### src/rtl/iotdf_pkg.sv
// Shared types and constants for the IoT data-filter sequencer.
package iotdf_pkg;

  localparam int unsigned BYTE_W      = 8;
  localparam int unsigned WORD_BYTES  = 16;
  localparam int unsigned ROUND_WORDS = 8;
  localparam int unsigned N_ROUNDS    = 12;
  localparam int unsigned WORD_W      = BYTE_W * WORD_BYTES;
  localparam int unsigned CYC_W       = $clog2(WORD_BYTES);
  localparam int unsigned DAT_W       = $clog2(ROUND_WORDS);
  localparam int unsigned RND_W       = 4;
  localparam int unsigned FN_W        = 3;
  localparam int unsigned FEN_W       = 7;

  // Filter function codes carried on fn_sel
  localparam int unsigned FN_MAX  = 1;
  localparam int unsigned FN_MIN  = 2;
  localparam int unsigned FN_AVG  = 3;
  localparam int unsigned FN_EXT  = 4;
  localparam int unsigned FN_EXC  = 5;
  localparam int unsigned FN_PMAX = 6;
  localparam int unsigned FN_PMIN = 7;

  // Enable groups that share a valid rule
  localparam logic [FEN_W-1:0] FEN_ROUND =
    FEN_W'((1 << (FN_MAX - 1)) | (1 << (FN_MIN - 1)) | (1 << (FN_AVG - 1)));
  localparam logic [FEN_W-1:0] FEN_HIT =
    FEN_W'((1 << (FN_EXT - 1)) | (1 << (FN_EXC - 1)));
  localparam logic [FEN_W-1:0] FEN_PEAK =
    FEN_W'((1 << (FN_PMAX - 1)) | (1 << (FN_PMIN - 1)));

  typedef enum logic [1:0] {IDLE, RUN, FLUSH, DONE} state_t;

  // fn_sel -> one-hot enable; code 0 yields no enable
  function automatic logic [FEN_W-1:0] fn_onehot(input logic [FN_W-1:0] sel);
    logic [FEN_W-1:0] oh;
    oh = '0;
    for (int unsigned i = 0; i < FEN_W; i++) begin
      oh[i] = (sel == FN_W'(i + 1));
    end
    return oh;
  endfunction

endpackage

### src/rtl/iotdf_if.sv
// Host/filter-side bundle of the sequencer.
//  master: host side (drives in_en, iot_in, fn_sel, hit, peak_upd)
//  slave : sequencer side (drives data, counters, pulses, enables, status)
interface iotdf_if;
  import iotdf_pkg::*;

  logic                 in_en;
  logic [BYTE_W-1:0]    iot_in;
  logic [FN_W-1:0]      fn_sel;
  logic                 hit;
  logic                 peak_upd;
  logic [WORD_W-1:0]    data;
  logic [CYC_W-1:0]     cnt_cycle;
  logic [DAT_W-1:0]     cnt_data;
  logic                 word_vld;
  logic                 round_done;
  logic [FEN_W-1:0]     f_en;
  logic                 busy;
  logic                 valid;
  logic                 done;
  logic                 err;

  modport master (
    output in_en, iot_in, fn_sel, hit, peak_upd,
    input  data, cnt_cycle, cnt_data, word_vld, round_done, f_en, busy, valid, done, err
  );

  modport slave (
    input  in_en, iot_in, fn_sel, hit, peak_upd,
    output data, cnt_cycle, cnt_data, word_vld, round_done, f_en, busy, valid, done, err
  );

endinterface

### src/rtl/iotdf_shreg.sv
// Byte shift register assembling 128-bit words, MSB-first.
//  clk, rst  : clock, async active-high reset
//  cap       : capture iot_in this cycle
//  iot_in    : serial byte
//  data      : assembled word
//  cnt_cycle : bytes captured in current word (mod WORD_BYTES)
//  word_vld  : registered pulse, data holds a full word
//  last_c    : combinational, this capture completes a word
module iotdf_shreg
  import iotdf_pkg::*;
(
  input  logic              clk,
  input  logic              rst,
  input  logic              cap,
  input  logic [BYTE_W-1:0] iot_in,
  output logic [WORD_W-1:0] data,
  output logic [CYC_W-1:0]  cnt_cycle,
  output logic              word_vld,
  output logic              last_c
);

  assign last_c = cap & (cnt_cycle == CYC_W'(WORD_BYTES - 1));

  // cnt_cycle wraps naturally since WORD_BYTES is a power of two
  always_ff @(posedge clk or posedge rst) begin
    if (rst) begin
      data      <= '0;
      cnt_cycle <= '0;
      word_vld  <= 1'b0;
    end else begin
      word_vld <= last_c;
      if (cap) begin
        data      <= {data[WORD_W-BYTE_W-1:0], iot_in};
        cnt_cycle <= cnt_cycle + CYC_W'(1);
      end
    end
  end

endmodule

### src/rtl/iotdf_ctrl.sv
// Sequencer for the IoT data-filter datapath: word assembly, word/round
// counting, filter-enable decode and host busy/valid/done/err.
//  clk, rst : clock, async active-high reset
//  bus      : iotdf_if.slave (host inputs, datapath and status outputs)
module iotdf_ctrl
  import iotdf_pkg::*;
(
  input  logic   clk,
  input  logic   rst,
  iotdf_if.slave bus
);

  state_t             state_q, state_d;
  logic [RND_W-1:0]   rnd_q, rnd_d;
  logic [DAT_W-1:0]   cnt_data_q, cnt_data_d;
  logic [FEN_W-1:0]   f_en_q, f_en_d;
  logic               round_done_q, round_done_d;
  logic               valid_q, valid_d;
  logic               busy_q, busy_d;
  logic               done_q, done_d;
  logic               err_q, err_d;

  logic               cap;
  logic               last_c;
  logic               word_vld;
  logic [WORD_W-1:0]  data;
  logic [CYC_W-1:0]   cnt_cycle;

  // Bytes are only accepted while not busy
  assign cap = bus.in_en & ((state_q == IDLE) | (state_q == RUN));

  iotdf_shreg u_shreg (
    .clk       (clk),
    .rst       (rst),
    .cap       (cap),
    .iot_in    (bus.iot_in),
    .data      (data),
    .cnt_cycle (cnt_cycle),
    .word_vld  (word_vld),
    .last_c    (last_c)
  );

  // State and registered outputs
  always_ff @(posedge clk or posedge rst) begin
    if (rst) begin
      state_q      <= IDLE;
      rnd_q        <= '0;
      cnt_data_q   <= '0;
      f_en_q       <= '0;
      round_done_q <= 1'b0;
      valid_q      <= 1'b0;
      busy_q       <= 1'b0;
      done_q       <= 1'b0;
      err_q        <= 1'b0;
    end else begin
      state_q      <= state_d;
      rnd_q        <= rnd_d;
      cnt_data_q   <= cnt_data_d;
      f_en_q       <= f_en_d;
      round_done_q <= round_done_d;
      valid_q      <= valid_d;
      busy_q       <= busy_d;
      done_q       <= done_d;
      err_q        <= err_d;
    end
  end

  // Next state; FLUSH is the cycle after round_done
  always_comb begin
    state_d = state_q;
    case (state_q)
      IDLE:    if (bus.in_en) state_d = RUN;
      RUN:     if (round_done_q) state_d = FLUSH;
      FLUSH:   state_d = (rnd_q == RND_W'(N_ROUNDS - 1)) ? DONE : RUN;
      DONE:    state_d = DONE;
      default: state_d = IDLE;
    endcase
  end

  // Output/next-register values; hit and peak_upd are sampled on the edge
  // that raises word_vld / round_done so valid lines up with those pulses
  always_comb begin
    rnd_d        = rnd_q;
    cnt_data_d   = cnt_data_q;
    f_en_d       = f_en_q;
    err_d        = err_q;
    busy_d       = (state_d == FLUSH) | (state_d == DONE);
    done_d       = (state_d == DONE);
    round_done_d = last_c & (cnt_data_q == DAT_W'(ROUND_WORDS - 1));
    valid_d      = ((|(f_en_q & FEN_ROUND)) & round_done_d)
                 | ((|(f_en_q & FEN_HIT))   & last_c & bus.hit)
                 | ((|(f_en_q & FEN_PEAK))  & round_done_d & bus.peak_upd);

    if (word_vld) cnt_data_d = cnt_data_q + DAT_W'(1);
    if ((state_q == IDLE) && bus.in_en) f_en_d = fn_onehot(bus.fn_sel);
    if (state_q == FLUSH) rnd_d = rnd_q + RND_W'(1);
    if (bus.in_en && ((state_q == FLUSH) || (state_q == DONE))) err_d = 1'b1;
  end

  assign bus.data       = data;
  assign bus.cnt_cycle  = cnt_cycle;
  assign bus.word_vld   = word_vld;
  assign bus.cnt_data   = cnt_data_q;
  assign bus.round_done = round_done_q;
  assign bus.f_en       = f_en_q;
  assign bus.busy       = busy_q;
  assign bus.valid      = valid_q;
  assign bus.done       = done_q;
  assign bus.err        = err_q;

endmodule
### src/flat_wrapper.sv
// flat-port wrapper written by rule: the top's interface ports become plain ports
module iotdf_ctrl_flat import iotdf_pkg::*;
  (clk, rst, bus_in_en, bus_iot_in, bus_fn_sel, bus_hit, bus_peak_upd, bus_data, bus_cnt_cycle, bus_cnt_data, bus_word_vld, bus_round_done, bus_f_en, bus_busy, bus_valid, bus_done, bus_err);
  iotdf_if bus_i ();
  input  logic clk;
  input  logic rst;
  input wire logic [$bits(bus_i.in_en)-1:0] bus_in_en;
  input wire logic [$bits(bus_i.iot_in)-1:0] bus_iot_in;
  input wire logic [$bits(bus_i.fn_sel)-1:0] bus_fn_sel;
  input wire logic [$bits(bus_i.hit)-1:0] bus_hit;
  input wire logic [$bits(bus_i.peak_upd)-1:0] bus_peak_upd;
  output wire logic [$bits(bus_i.data)-1:0] bus_data;
  output wire logic [$bits(bus_i.cnt_cycle)-1:0] bus_cnt_cycle;
  output wire logic [$bits(bus_i.cnt_data)-1:0] bus_cnt_data;
  output wire logic [$bits(bus_i.word_vld)-1:0] bus_word_vld;
  output wire logic [$bits(bus_i.round_done)-1:0] bus_round_done;
  output wire logic [$bits(bus_i.f_en)-1:0] bus_f_en;
  output wire logic [$bits(bus_i.busy)-1:0] bus_busy;
  output wire logic [$bits(bus_i.valid)-1:0] bus_valid;
  output wire logic [$bits(bus_i.done)-1:0] bus_done;
  output wire logic [$bits(bus_i.err)-1:0] bus_err;
  assign bus_i.in_en = bus_in_en;
  assign bus_i.iot_in = bus_iot_in;
  assign bus_i.fn_sel = bus_fn_sel;
  assign bus_i.hit = bus_hit;
  assign bus_i.peak_upd = bus_peak_upd;
  assign bus_data = bus_i.data;
  assign bus_cnt_cycle = bus_i.cnt_cycle;
  assign bus_cnt_data = bus_i.cnt_data;
  assign bus_word_vld = bus_i.word_vld;
  assign bus_round_done = bus_i.round_done;
  assign bus_f_en = bus_i.f_en;
  assign bus_busy = bus_i.busy;
  assign bus_valid = bus_i.valid;
  assign bus_done = bus_i.done;
  assign bus_err = bus_i.err;
  iotdf_ctrl u_core (.clk(clk), .rst(rst), .bus(bus_i));
endmodule
### config.mk
export PLATFORM = sky130hd
export DESIGN_NAME = iotdf_ctrl_flat
export DESIGN_NICKNAME = d
export VERILOG_FILES = /design/src/rtl/iotdf_pkg.sv /design/src/rtl/iotdf_if.sv /design/src/rtl/iotdf_shreg.sv /design/src/rtl/iotdf_ctrl.sv /design/src/flat_wrapper.sv
export SDC_FILE = /design/constraint.sdc
export NUM_CORES = 1
export LEC_CHECK = 0
export CAP_MARGIN = 20
export CELL_PAD_IN_SITES_DETAIL_PLACEMENT = 1
export CELL_PAD_IN_SITES_GLOBAL_PLACEMENT = 1
export CORE_MARGIN = 1
export CORE_UTILIZATION = 43
export DETAILED_ROUTE_END_ITERATION = 6
export GPL_ROUTABILITY_DRIVEN = 1
export PLACE_DENSITY_LB_ADDON = 0.3
export RECOVER_POWER = 50
export SKIP_CTS_REPAIR_TIMING = 1
export SLEW_MARGIN = 20
export SYNTH_ARGS = -nofsm -noshare
export SYNTH_HDL_FRONTEND = slang
export SYNTH_HIERARCHICAL = 1
export SYNTH_SLANG_ARGS = --single-unit
export TNS_END_PERCENT = 100
### constraint.sdc
create_clock -name clk -period 6.8 [get_ports clk]
set_input_delay 1.36 -clock clk [delete_from_list [all_inputs] [get_ports clk]]
set_output_delay 1.36 -clock clk [all_outputs]
set_load 0.02 [all_outputs]
==> qor.csv <==
metric;value;unit
chipHeight;122;um
drt_iter0_markers;172;
post_drt_wl_per_cell;18.5;um
crit_path_end_kind;flop;
drive_above_1_share;17.1;%
grt_pass1_wl;21000;um
setup_violations;0;
finClkSkew;0.00682;ns
r2r_start;u_core/bus.busy;
outcome;finished with violations;
row_count;43;
final_cell_mix;dfrtp_1 (153), clkdlybuf4s50_1 (139), mux2_1 (71);
clockBufferDepth;2;
synth-seq-cells;153;
antenna_found_initial;0;
synth_area;6150;um2
worst-path-max-fanout;101;
final_util;58.6;%
io_pins;164;
path_clk_slew;0.06;ns
clock_sinks;153;
drcViolationCount;0;
htreeDepth;4;
worstHoldPathCells;1;
fin_nets;546;
post-route-min-period;4.38;ns
grt.overflow.total;0;
worstPathArrival;4.68;ns
hold_path_startpoint;u_core/u_shreg/data[125];
via_per_inst;4.96;
period_share;64.4;%
vdd_drop_max;0.178;mV
slew_headroom;-123;%
fill_cells;1332;
ys_types;27;
clk_latency;0.42;ns
hp-class;reg -> reg;
r2r_slack;3.50;ns
synthCells;358;
clock_tree.root_cell;clkbuf_16;
min_to;u_core/u_shreg/data[125];
p_total;3.84;mW
maxCapViolCount;3;
synth_nets;378;
path_class;in -> reg;
violations;capacitance limit, slew limit;
vias;3563;
finalSetupTns;0;ns
coreArea;13900;um2
syn_area_per_cell;17.2;um2
grt_pass1_vias;3834;
grt_max_degree;102;
cts_tree;done;
synth.yosys.seq_area_share;62.2;%
path_cells;dlygate4sd3_1 > nor2b_1 > clkbuf_2 > mux2_2;
portBuffers;163;
worstMarginPinSlew;3.33;ns
power_leakage;3.57;nW
drtAntennaViolNets;0;
worst-path-buf-inv;2;
initial_core_util;44.1;%
cp_slowest_cell;clkbuf_2;
hpwl;9090;um
area_delta_synth_final;32.7;%
diodes;0;
drt-total-wl;13300;um
cts_buffers;17;
start_kind;input pin;
dp.cells;687;
yosysWarningCount;6;
final_common_cell;dfrtp_1;
timing.rr.end;u_core/u_shreg/data[37];
hold_violations;0;
slowest_delay;1.82;ns
gp_congestion;0.725;
fp.dieW;122;um
globalRouteTotalUtil;19.1;%
final-instance-count-excl-fill;718;
ff2ff_path_depth;3;
cpLargestDelayFamily;buffers and inverters;
drv_slew;211;
fmax;228;MHz
cp.required;7.10;ns
first_pass_iters;4;
power_density;471;nW/um2
rsz0062_at_grt;false;
dieArea;14800;um2
[area by class of cell]
class | count | area (um2) | share of cell area (%)
Timing Repair Buffer | 166 | 1650 | 20.2
Multi-Input combinational cell | 183 | 1850 | 22.7
Tap cell | 180 | 225 | 2.76
Clock buffer | 22 | 464 | 5.69
Sequential cell | 153 | 3830 | 46.9
Inverter | 5 | 20.0 | 0.245
Clock inverter | 9 | 123 | 1.50
[kinds of logic (layout without fill, tap and decap cells)]
group,count (synthesis),in the layout,synth area share [%]
AO/OA/AOI/OAI,12,12,1.91
XOR/XNOR,7,7,0.997
adder cells (fa/ha/maj),4,4,0.814
buffers and inverters,22,202,2.95
flip-flops,153,153,62.2
multiplexers,131,131,28.7
AND/OR/NAND/NOR,29,29,2.40
[through the flow]
step,hold WS [ns],area [um2],setup slack (ns)
2_1_floorplan,0.439,6150,1.89
3_3_place_gp,0.462,7890,3.55
3_5_place_dp,0.480,7890,3.45
4_1_cts,0.503,8480,3.82
5_1_grt,0.519,8160,1.91
6_report,0.478,8160,2.42
[how the worst max path moves through the flow]
stage                          startpoint                     endpoint  slack [ns]  cells past startpoint
after floorplan                       rst  u_core/u_shreg/cnt_cycle[0]        1.89                      1
after global placement          bus_in_en             u_core/bus.valid        3.55                      7
after detailed placement        bus_in_en             u_core/bus.valid        3.45                      7
after CTS                 u_core/bus.busy                     bus_busy        3.82                      1
after global routing                  rst      u_core/u_shreg/data[38]        1.91                      3
final                           bus_in_en      u_core/u_shreg/data[37]        2.42                      4
[power by group]
| group | total, mW | leakage (nW) | internal, mW | switching (mW) |
|---|---|---|---|---|
| combinational | 1.43 | 1.42 | 0.727 | 0.698 |
| clock | 0.941 | 0.290 | 0.591 | 0.350 |
| sequential | 1.48 | 1.86 | 1.23 | 0.249 |
| total | 3.84 | 3.57 | 2.55 | 1.30 |
[cell usage after synthesis]
master	instances	share of area, %
xor2_1	2	0.28
and2b_1	1	0.12
mux2_4	77	19
a21o_1	1	0.12
buf_6	10	1.8
ha_1	4	0.81
dfrtp_1	153	62
nor2b_1	1	0.10
o41ai_2	3	0.79
inv_1	5	0.31
buf_12	1	0.33
xnor2_1	5	0.71
mux2_2	54	9.9
nor3_1	1	0.081
buf_2	6	0.49
nand4_1	1	0.10
nand2_1	16	0.98
o41ai_1	4	0.57
and3b_1	1	0.14
nor2_1	2	0.12
or3b_1	1	0.14
o21a_1	1	0.12
o21ai_0	2	0.16
and2_1	1	0.10
nand4_2	1	0.20
o2bb2ai_1	1	0.14
nand2b_1	3	0.31
[sequential cells by signal, indices dropped and copies added, names as in the netlist]
signal                    count
u_core/bus.round_done         1
u_core/bus.busy               1
u_core/u_shreg/data         128
u_core/u_shreg/cnt_cycle      4
u_core/bus.valid              1
u_core/u_shreg/word_vld       1
u_core/bus.done               1
u_core/bus.f_en               7
u_core/bus.err                1
u_core/rnd_q                  4
u_core/bus.cnt_data           3
u_core/state_q                1
[routing by layer]
layer | share of wire, % | wire [um] | track usage [%] | vias up
met1 | 43 | 5710 | 23.3 | 1825
met4 | 2.2 | 289 | 8.80 | 0
li1 | - | - | - | 1592
met3 | 8.9 | 1180 | 8.75 | 21
met5 | 0 | 0 | 0 | -
met2 | 46 | 6120 | 28.9 | 125
Power figures use the tool's default switching activity.
